`config.mk`:
```
export PLATFORM = sky130hd
export DESIGN_NAME = lsu_mem_initiator
export DESIGN_NICKNAME = d
export VERILOG_FILES = /design/src/rtl/lsu_mem_initiator.sv
export SDC_FILE = /design/constraint.sdc
export NUM_CORES = 1
export LEC_CHECK = 0
export BUFFER_PORTS_ARGS = -buffer_cell sky130_fd_sc_hd__buf_2
export CELL_PAD_IN_SITES_DETAIL_PLACEMENT = 1
export CELL_PAD_IN_SITES_GLOBAL_PLACEMENT = 1
export CORE_MARGIN = 3
export CORE_UTILIZATION = 40
export CTS_CLUSTER_DIAMETER = 80
export CTS_CLUSTER_SIZE = 16
export DETAILED_ROUTE_END_ITERATION = 16
export HOLD_SLACK_MARGIN = 0.1
export PLACE_DENSITY = 0.83
export SETUP_SLACK_MARGIN = 0.3
export SKIP_LAST_GASP = 1
export SLEW_MARGIN = 10
export SYNTH_ARGS = -nofsm -noshare
export SYNTH_HDL_FRONTEND = slang
export SYNTH_SLANG_ARGS = --single-unit
```
`constraint.sdc`:
```
create_clock -name clk -period 4.8 [get_ports clk]
set_input_delay 0.96 -clock clk [delete_from_list [all_inputs] [get_ports clk]]
set_output_delay 0.96 -clock clk [all_outputs]
set_load 0.005 [all_outputs]
```
`src/rtl/lsu_mem_initiator.sv`:
```
// lsu_mem_initiator: accepts one load/store from the memory stage and serialises it
// into 1..4 single-byte beats on a byte-wide data memory port. Load bytes return with
// one cycle of latency and are assembled little-endian, then sign- or zero-extended.
// Illegal requests are answered with an error response and never touch memory.
module lsu_mem_initiator #(
    parameter int ADDR_W      = 7,
    parameter int MEM_BYTES   = 128,
    parameter bit CHECK_ALIGN = 1'b1
) (
    input  logic              clk,
    input  logic              rst_n,
    input  logic              req_valid,
    output logic              req_ready,
    input  logic [31:0]       req_addr,
    input  logic [31:0]       req_wdata,
    input  logic              req_we,
    input  logic [2:0]        req_ctrl,
    output logic              rsp_valid,
    output logic [31:0]       rsp_rdata,
    output logic              rsp_err,
    output logic              busy,
    output logic [ADDR_W-1:0] mem_addr,
    output logic              mem_we,
    output logic [7:0]        mem_wdata,
    output logic              mem_re,
    input  logic [7:0]        mem_rdata
);

    // Access-size encoding on req_ctrl
    localparam logic [2:0] CTRL_B  = 3'b000;
    localparam logic [2:0] CTRL_H  = 3'b001;
    localparam logic [2:0] CTRL_W  = 3'b010;
    localparam logic [2:0] CTRL_BU = 3'b100;
    localparam logic [2:0] CTRL_HU = 3'b101;

    typedef enum logic [1:0] {
        S_IDLE  = 2'd0,
        S_XFER  = 2'd1,
        S_DRAIN = 2'd2,
        S_RESP  = 2'd3
    } state_t;

    state_t              r_state;
    state_t              w_next_state;

    // Captured request fields; the core may change its inputs after acceptance
    logic [ADDR_W-1:0]   r_base;
    logic [31:0]         r_wdata;
    logic                r_we;
    logic [2:0]          r_ctrl;
    logic [1:0]          r_last;     // N-1
    logic                r_err;

    logic [1:0]          r_cnt;      // current beat index
    logic                r_rd_pend;  // a read strobe was issued last cycle
    logic [1:0]          r_rd_idx;   // beat index of that read
    logic [31:0]         r_result;   // raw little-endian load bytes
    logic                r_alive;    // low while in reset and for the release cycle

    logic                w_accept;
    logic [1:0]          w_size_m1;
    logic                w_bad_ctrl;
    logic                w_bad_store;
    logic                w_misalign;
    logic [32:0]         w_end_addr;
    logic                w_oob;
    logic                w_req_err;
    logic [31:0]         w_ext;

    assign w_accept = req_valid & req_ready;

    // Decode size of the incoming request and every reason to reject it
    // NOTE: every always_comb output gets a default first so no path can infer a latch.
    always_comb begin
        w_size_m1   = 2'd0;
        w_bad_ctrl  = 1'b0;
        unique case (req_ctrl)
            CTRL_B, CTRL_BU: w_size_m1 = 2'd0;
            CTRL_H, CTRL_HU: w_size_m1 = 2'd1;
            CTRL_W:          w_size_m1 = 2'd3;
            default:         w_bad_ctrl = 1'b1;
        endcase
        w_bad_store = req_we & req_ctrl[2];
        w_misalign  = CHECK_ALIGN &&
                      (((w_size_m1 == 2'd1) && req_addr[0]) ||
                       ((w_size_m1 == 2'd3) && (req_addr[1:0] != 2'b00)));
        // 33-bit sum so that high address bits and wrap-around both count as out of range
        w_end_addr  = {1'b0, req_addr} + {31'd0, w_size_m1};
        w_oob       = w_end_addr > 33'(MEM_BYTES - 1);
        w_req_err   = w_bad_ctrl | w_bad_store | w_misalign | w_oob;
    end

    // Sign/zero extension of the assembled load bytes
    always_comb begin
        w_ext = r_result;
        unique case (r_ctrl)
            CTRL_B:  w_ext = {{24{r_result[7]}}, r_result[7:0]};
            CTRL_H:  w_ext = {{16{r_result[15]}}, r_result[15:0]};
            CTRL_BU: w_ext = {24'd0, r_result[7:0]};
            CTRL_HU: w_ext = {16'd0, r_result[15:0]};
            default: w_ext = r_result;
        endcase
    end

    // State register
    // NOTE: sequential state uses non-blocking assignments so every flop samples pre-edge values.
    always_ff @(posedge clk or negedge rst_n) begin
        if (!rst_n) begin
            r_state <= S_IDLE;
        end else begin
            r_state <= w_next_state;
        end
    end

    // Next-state logic and all state-decoded outputs
    always_comb begin
        w_next_state = r_state;
        req_ready    = 1'b0;
        busy         = 1'b1;
        mem_we       = 1'b0;
        mem_re       = 1'b0;
        mem_addr     = '0;
        mem_wdata    = 8'd0;
        rsp_valid    = 1'b0;
        rsp_err      = 1'b0;
        rsp_rdata    = 32'd0;
        unique case (r_state)
            S_IDLE: begin
                busy      = 1'b0;
                req_ready = r_alive;
                if (w_accept) begin
                    w_next_state = w_req_err ? S_RESP : S_XFER;
                end
            end
            S_XFER: begin
                mem_addr = r_base + ADDR_W'(r_cnt);
                if (r_we) begin
                    mem_we    = 1'b1;
                    mem_wdata = r_wdata[{r_cnt, 3'b000} +: 8];
                end else begin
                    mem_re    = 1'b1;
                end
                if (r_cnt == r_last) begin
                    w_next_state = r_we ? S_RESP : S_DRAIN;
                end
            end
            S_DRAIN: begin
                w_next_state = S_RESP;
            end
            S_RESP: begin
                rsp_valid    = 1'b1;
                rsp_err      = r_err;
                rsp_rdata    = (r_err || r_we) ? 32'd0 : w_ext;
                w_next_state = S_IDLE;
            end
            default: w_next_state = S_IDLE;
        endcase
    end

    // Capture request fields at acceptance
    always_ff @(posedge clk or negedge rst_n) begin
        if (!rst_n) begin
            r_base  <= '0;
            r_wdata <= 32'd0;
            r_we    <= 1'b0;
            r_ctrl  <= 3'd0;
            r_last  <= 2'd0;
            r_err   <= 1'b0;
        end else if (w_accept) begin
            r_base  <= req_addr[ADDR_W-1:0];
            r_wdata <= req_wdata;
            r_we    <= req_we;
            r_ctrl  <= req_ctrl;
            r_last  <= w_size_m1;
            r_err   <= w_req_err;
        end
    end

    // Beat counter: steps once per XFER cycle, back to 0 after the last beat
    always_ff @(posedge clk or negedge rst_n) begin
        if (!rst_n) begin
            r_cnt <= 2'd0;
        end else if (w_accept) begin
            r_cnt <= 2'd0;
        end else if (r_state == S_XFER) begin
            r_cnt <= (r_cnt == r_last) ? 2'd0 : r_cnt + 2'd1;
        end
    end

    // Read return path: byte from a read strobe arrives one cycle later and lands at its lane
    always_ff @(posedge clk or negedge rst_n) begin
        if (!rst_n) begin
            r_rd_pend <= 1'b0;
            r_rd_idx  <= 2'd0;
            r_result  <= 32'd0;
        end else begin
            r_rd_pend <= mem_re;
            r_rd_idx  <= r_cnt;
            if (w_accept) begin
                r_result <= 32'd0;
            end else if (r_rd_pend) begin
                r_result[{r_rd_idx, 3'b000} +: 8] <= mem_rdata;
            end
        end
    end

    // Hold req_ready low while reset is asserted; raise it on the first clock after release
    always_ff @(posedge clk or negedge rst_n) begin
        if (!rst_n) begin
            r_alive <= 1'b0;
        end else begin
            r_alive <= 1'b1;
        end
    end

endmodule

```
==> summary.txt, run 1 <==
Outcome
  – Status: complete, no violations

Power
  – Power consumption: 2.72 mW
  – Leak: 2.98 nW
  – Switching share of total power: 0.361
  – P_int: 1.73 mW
  – P_sw: 0.981 mW
  – Clk pwr share: 0.245
  – PwrDens: 458 nW/µm²
  – Flop pwr share: 0.436
  – Max VDD drop: 0.294 mV
  – Comb power frac: 0.319

Synthesis
  – Syn_area_per_cell: 8.88 µm²
  – Post-synth ARST share: 1.00
  – Synth area leaders: dfrtp_1 44%, nand2_1 11%, a22o_1 5.7%
  – Syn nets: 643
  – YS warnings: 0
  – Flops & latches, synth: 86
  – Post-synth cell types: 56
  – Synth top area share: 0.441
  – Seq/Total Area, Yosys: 0.441
  – Yosys top cell by area: dfrtp_1
  – Synth Cell Area: 4880 µm²
  – Synthesized instance count: 549
  – EDFF count, synth: 0
  – Most used DFF post-synth: dfrtp_1

Die
  – I/O pins: 132
  – Die Wd: 116 µm
  – Die Ht: 116 µm
  – Die area: 13600 µm²
  – Num rows: 39
  – Core area: 11700 µm²
  – Initial Utilization: 0.418

Hold path
  – Hold Path Class: reg2reg
  – Hold wc startpoint: r_wdata[20]
  – Hold path endpoint: r_wdata[20]
  – Hold depth: 2

Place
  – DPL Wire Length: 10.7 mm
  – Placer Congestion: 0.880
  – IO Port Bufs: 131

Setup path
  – Crit Path Class: in2reg
  – Arrival @ worst endpoint: 3670 ps
  – Worst reg2reg setup slack: 1790 ps
  – FF-to-FF End: r_result[28]
  – Type of origin of the critical path: input port
  – RR Startpoint: r_state[0]
  – CP max FO: 9
  – Slowest CP cell: nor3_1
  – Top delay family on crit path: simple AND/OR/NAND/NOR gates
  – CP required: 5020 ps
  – Crit path largest cell delay: 710 ps
  – Critical-path cell list: buf_2, inv_1, nand3_1, o21ai_0, ha_1, a21oi_1, nor3_1, nand2_1, a2111oi_0, o211ai_1, nor4_2, o21ai_1
  – CP Capture Type: flip-flop
  – Buf/Inv on CP: 2
  – Reg2reg path depth: 8

Global routing
  – Total GRT Usage: 0.216
  – GRT busiest layer: met2
  – M2 GR Usage: 0.369
  – Initial antenna violation count: 0
  – Number of global-route vias before repair: 4686
  – Grt ovf: 0
  – Met1 Use GR: 0.283
  – Largest net degree at the start of global routing: 87
  – First-pass GRT wire length: 23.2 mm
  – Met3 GRT Util: 0.0420

Timing
  – Max-slew headroom: 0.171
  – RSZ-0062 raised after global routing: no
  – Final hold violations: 0
  – Fin crit share: 0.720
  – Max Fclk: 289 MHz
  – Worst Tran Pin Value: 1230 ps
  – Max Slew Vio Count: 0
  – Setup Skew: 6.37 ps
  – Tmin final: 3460 ps
  – Setup TNS: 0 ps
  – Setup Viol. Count Final: 0

Clocking
  – CTS Root Cell: clkbuf_16
  – # Post-CTS Setup Buffers: 0
  – Inserted Clock Buffers: 9
  – CTS tree: done
  – H-tree depth: 3
  – Latest clock arrival within the worst-skew pair: 340 ps
  – PostCTS Resize Cnt: 0
  – CTS max path bufs: 2
  – CTS Sinks: 86
  – CTS clk-pin slew, worst paths: 60 ps
  – Hold_buf cts: 0

Final layout
  – Area delta synth->final: 21.6%
  – Commonest non-fill, non-tap cell in the layout: nand2_1
  – Most frequent cells in the layout: 141 x nand2_1, 130 x buf_2, 86 x dfrtp_1
  – Multi-input gate area: 2530 µm²
  – Reg area: 2150 µm²
  – Fillers: 1402
  – Ant. Diodes: 0
  – Final nets: 764
  – Share of cells above drive strength 1: 0.246

Drt
  – Vias post-DR: 4594
  – DR iter-0 viols: 202
  – Via density: 5.62
  – Final WL: 14.4 mm
  – First drt pass iteration count: 4
  – DR WL/cell: 17.6 µm
  – Routed Antenna Nets: 0
  – DR DRC count: 0

Job
  – MaxCap Viol Count: 0
[layout make-up]
class                      count  share of cell area
tap                          143              0.0302
clock inverter                 4             0.00338
multi-input combinational    410               0.426
sequential                    86               0.363
inverter                      30              0.0190
timing repair buffer         133               0.114
clock buffer                  12              0.0449
[registers in the layout, summed over array words and instances, names as in the netlist, 2 cells and up]
name      cells
r_base        7
r_cnt         2
r_ctrl        3
r_last        2
r_rd_idx      2
r_result     32
r_state       2
r_wdata      32
[Yosys cell counts, drive strengths merged, types with 3 or more instances]
| library cell | number |
|---|---|
| nand2 | 142 |
| dfrtp | 86 |
| a21oi | 35 |
| a22o | 32 |
| inv | 29 |
| clkbuf | 20 |
| nor2 | 20 |
| o21ai | 20 |
| and2 | 16 |
| nand4 | 16 |
| and3 | 14 |
| ha | 13 |
| nand3 | 10 |
| nor3 | 9 |
| nor4 | 9 |
| mux4 | 8 |
| xnor2 | 5 |
| xor2 | 5 |
| a211oi | 4 |
| mux2i | 4 |
| nand3b | 4 |
| and4 | 3 |
| buf | 3 |
| nor2b | 3 |
| nor4b | 3 |
| o21a | 3 |
| o21bai | 3 |
| or3 | 3 |
[worst min-delay path, stage by stage, from the launching register on]
cell and delay (ps):
dfrtp_1 340, nand2_1 50, nand2_1 50
[worst max-delay path by stage]
stage,startpoint,to,cells past startpoint
3_3_place_gp,req_ctrl[0],r_state[1],13
5_1_grt,req_ctrl[0],r_state[1],12
4_1_cts,req_ctrl[0],r_state[1],13
3_5_place_dp,req_ctrl[0],r_state[1],13
2_1_floorplan,req_ctrl[0],r_state[1],13
6_report,req_ctrl[0],r_state[1],12
[power by group through the flow]
stage	clock, mW	combinational, mW	sequential (mW)
after floorplan	0	0.650	1.07
after global placement	0	0.821	1.17
after detailed placement	0	0.873	1.20
after CTS	0.680	0.882	1.19
after global routing	0.714	0.997	1.23
final	0.665	0.866	1.18
[cells by family after synthesis]
family | after synthesis | share of synthesized area
and+or+nand+nor | 258 | 0.251
AOI/OAI and AO/OA | 112 | 0.156
DFF | 86 | 0.441
buffers and inverters | 53 | 0.0411
adders and majority gates | 15 | 0.0416
muxes | 14 | 0.0498
xor gates and xnor gates | 10 | 0.0180
other | 1 | 0.000769
[metal layers]
| metal | up-vias | share of wire |
|---|---|---|
| met4 | 0 | 0.016 |
| met1 | 2273 | 0.44 |
| met3 | 20 | 0.054 |
| met5 | - | 0 |
| li1 | 2165 | - |
| met2 | 136 | 0.49 |
[through the flow]
stage | utilization | setup WS [ps] | hold slack [ps] | cells | instance area, µm²
floorplan | - | 1600 | 440 | 549 | 4880
global placement | 0.484 | 1240 | 453 | 802 | 5640
detailed placement | 0.484 | 1010 | 459 | 802 | 5640
CTS | 0.509 | 1360 | 474 | 818 | 5930
global route | 0.509 | 1070 | 489 | 818 | 5930
finish | 0.509 | 1340 | 469 | 818 | 5930
(Power assumes the default switching activity.)
==> inputs of run 2 (changes only) <==
Settings changed: CORE_UTILIZATION 40 to 35, PLACE_DENSITY 0.83 to 0.77.
Clock period 4.8 ns to 2.8 ns, I/O delays scaled along.
==> summary.txt, run 2 (synthesis gave the netlist of run 1 again) <==
Outcome
  – Status: complete, no violations

Timing
  – Tmin final: 2650 ps
  – Setup Skew: 7.67 ps (+1.30 ps)
  – Worst Tran Pin Value: 702 ps (-531 ps)
  – Setup Viol. Count Final: 0 (unchanged)
  – RSZ-0062 raised after global routing: yes
  – Fin crit share: 0.947
  – Final hold violations: 0 (unchanged)
  – Max-slew headroom: 0.532 (+0.361)
  – Max Fclk: 377 MHz
  – Max Slew Vio Count: 0 (unchanged)
  – Setup TNS: 0 ps (unchanged)

Global routing
  – Initial antenna violation count: 0 (unchanged)
  – Grt ovf: 0 (unchanged)
  – Largest net degree at the start of global routing: 54 (-38%)
  – Total GRT Usage: 0.202 (-0.0142)
  – Number of global-route vias before repair: 4847 (+3.4%)
  – First-pass GRT wire length: 24.6 mm (+6.2%)

Die
  – Die area: 15400 µm² (+14%)
  – Core area: 13500 µm² (+15%)
  – Die Wd: 124 µm (+6.6%)
  – Num rows: 42 (+7.7%)
  – Die Ht: 124 µm (+6.6%)
  – I/O pins: 132 (unchanged)
  – Initial Utilization: 0.362 (-0.0556)

Final layout
  – Commonest non-fill, non-tap cell in the layout: nand2_1
  – Ant. Diodes: 0 (unchanged)
  – Most frequent cells in the layout: 141 x nand2_1, 127 x buf_2, 86 x dfrtp_1
  – Area delta synth->final: 32.5%
  – Biggest regs: r_result x32, r_wdata x32, r_base x7
  – Reg area: 2150 µm² (unchanged)
  – Final instance area: 6460 µm² (+9.0%)
  – Share of cells above drive strength 1: 0.317 (+0.0710)
  – Fillers: 1623 (+16%)
  – Final Util: 0.480 (-0.0282)
  – Final nets: 799 (+4.6%)
  – Multi-input gate area: 2670 µm² (+5.6%)

Setup path
  – RR Startpoint: r_state[0]
  – FF-to-FF End: r_state[1]
  – Reg2reg path depth: 9 (+1)
  – Critical-path cell list: buf_8, inv_8, nand3_4, o21ai_4, ha_4, fa_2, nand4_1, or4_4, buf_6, nor2_2, mux2i_1, o21a_1, nor4_4, o21ai_1
  – Crit Path Class: in2reg
  – Crit path largest cell delay: 530 ps (-180 ps)
  – CP max FO: 5 (-4)
  – Buf/Inv on CP: 3 (+1)
  – CP Capture Type: flip-flop
  – CP required: 3000 ps (-2020 ps)
  – Type of origin of the critical path: input port
  – Worst reg2reg setup slack: 630 ps (-1160 ps)
  – Slowest CP cell: or4_4
  – Top delay family on crit path: simple AND/OR/NAND/NOR gates
  – Arrival @ worst endpoint: 2850 ps (-820 ps)

Drt
  – Final WL: 15.6 mm (+8.2%)
  – Routed Antenna Nets: 0 (unchanged)
  – DR DRC count: 0 (unchanged)
  – Via density: 5.36 (-4.6%)
  – Vias post-DR: 4746 (+3.3%)
  – DR iter-0 viols: 214 (+5.9%)
  – DR WL/cell: 17.6 µm (about the same)
  – First drt pass iteration count: 4 (unchanged)

Clocking
  – CTS Sinks: 86 (unchanged)
  – Inserted Clock Buffers: 9 (unchanged)
  – Latest clock arrival within the worst-skew pair: 340 ps (about the same)
  – CTS clk-pin slew, worst paths: 60 ps (about the same)
  – CTS tree: done
  – CTS Root Cell: clkbuf_16
  – CTS max path bufs: 2 (unchanged)
  – H-tree depth: 3 (unchanged)

Job
  – MaxCap Viol Count: 0 (unchanged)

Power
  – Max VDD drop: 0.400 mV (+36%)
  – Power consumption: 4.89 mW (+80%)
  – PwrDens: 756 nW/µm² (+65%)
  – Leak: 3.20 nW (+7.4%)

Place
  – Placed cell areas: 5960 µm² (+5.6%)
  – DPL Wire Length: 11.5 mm (+8.2%)
  – Placer Congestion: 0.824 (-6.4%)
  – IO Port Bufs: 131 (unchanged)

Hold path
  – Hold Path Class: in2async
run 2: cell count changes in the layout (fill, tap and decap cells not counted), sizes merged:
cell,change
buf,+35
bufinv,+1
clkbuf,-1
clkinv,-1
inv,+1
run 2: final cells by class:
cell class              instances  share of cell area
clock inverters                 5             0.00891
clock buffers                  11              0.0376
well taps                     176              0.0341
multi-input cells             410               0.413
flip-flops and latches         86               0.333
inverters                      30              0.0205
repair buffers                168               0.153
run 2: timing repair:
action,4_1_cts,5_1_grt
endpoints found under the setup margin,27,23
hold buffers,0,0
buffers inserted,3,5
gates resized for setup,18,14
pin swaps,9,14
run 2: power breakdown:
group / internal, mW / switching, mW / total, mW
Sequential: 1.63 / 0.296 / 1.93
Clock: 0.717 / 0.482 / 1.20
Combinational: 0.789 / 0.968 / 1.76
Total: 3.14 / 1.75 / 4.89
run 2: layer usage:
metal	part of all wire	vias up	wire length, µm	GRT usage
met4	0.011	0	173	0.0424
li1	-	2231	-	-
met5	0	-	0	0
met3	0.046	17	715	0.0318
met2	0.51	133	7940	0.360
met1	0.43	2365	6750	0.259
run 2: stage by stage:
stage | worst slack (ps) | instances | hold slack, ps
6_report | 149 | 886 | 278
4_1_cts | 96.9 | 881 | 300
3_3_place_gp | -276 | 862 | 454
3_5_place_dp | -411 | 862 | 462
5_1_grt | 7.67 | 886 | 325
2_1_floorplan | 59.1 | 549 | 264
run 2: worst max-delay path by stage:
stage	endpoint	cells past startpoint	start	slack, ps
final	r_err	14	req_ctrl[0]	150
after global routing	r_err	13	req_ctrl[0]	8
after CTS	r_err	14	req_ctrl[0]	100
after detailed placement	r_err	14	req_ctrl[2]	-410
after global placement	r_err	14	req_ctrl[2]	-280
after floorplan	r_err	13	req_ctrl[2]	60
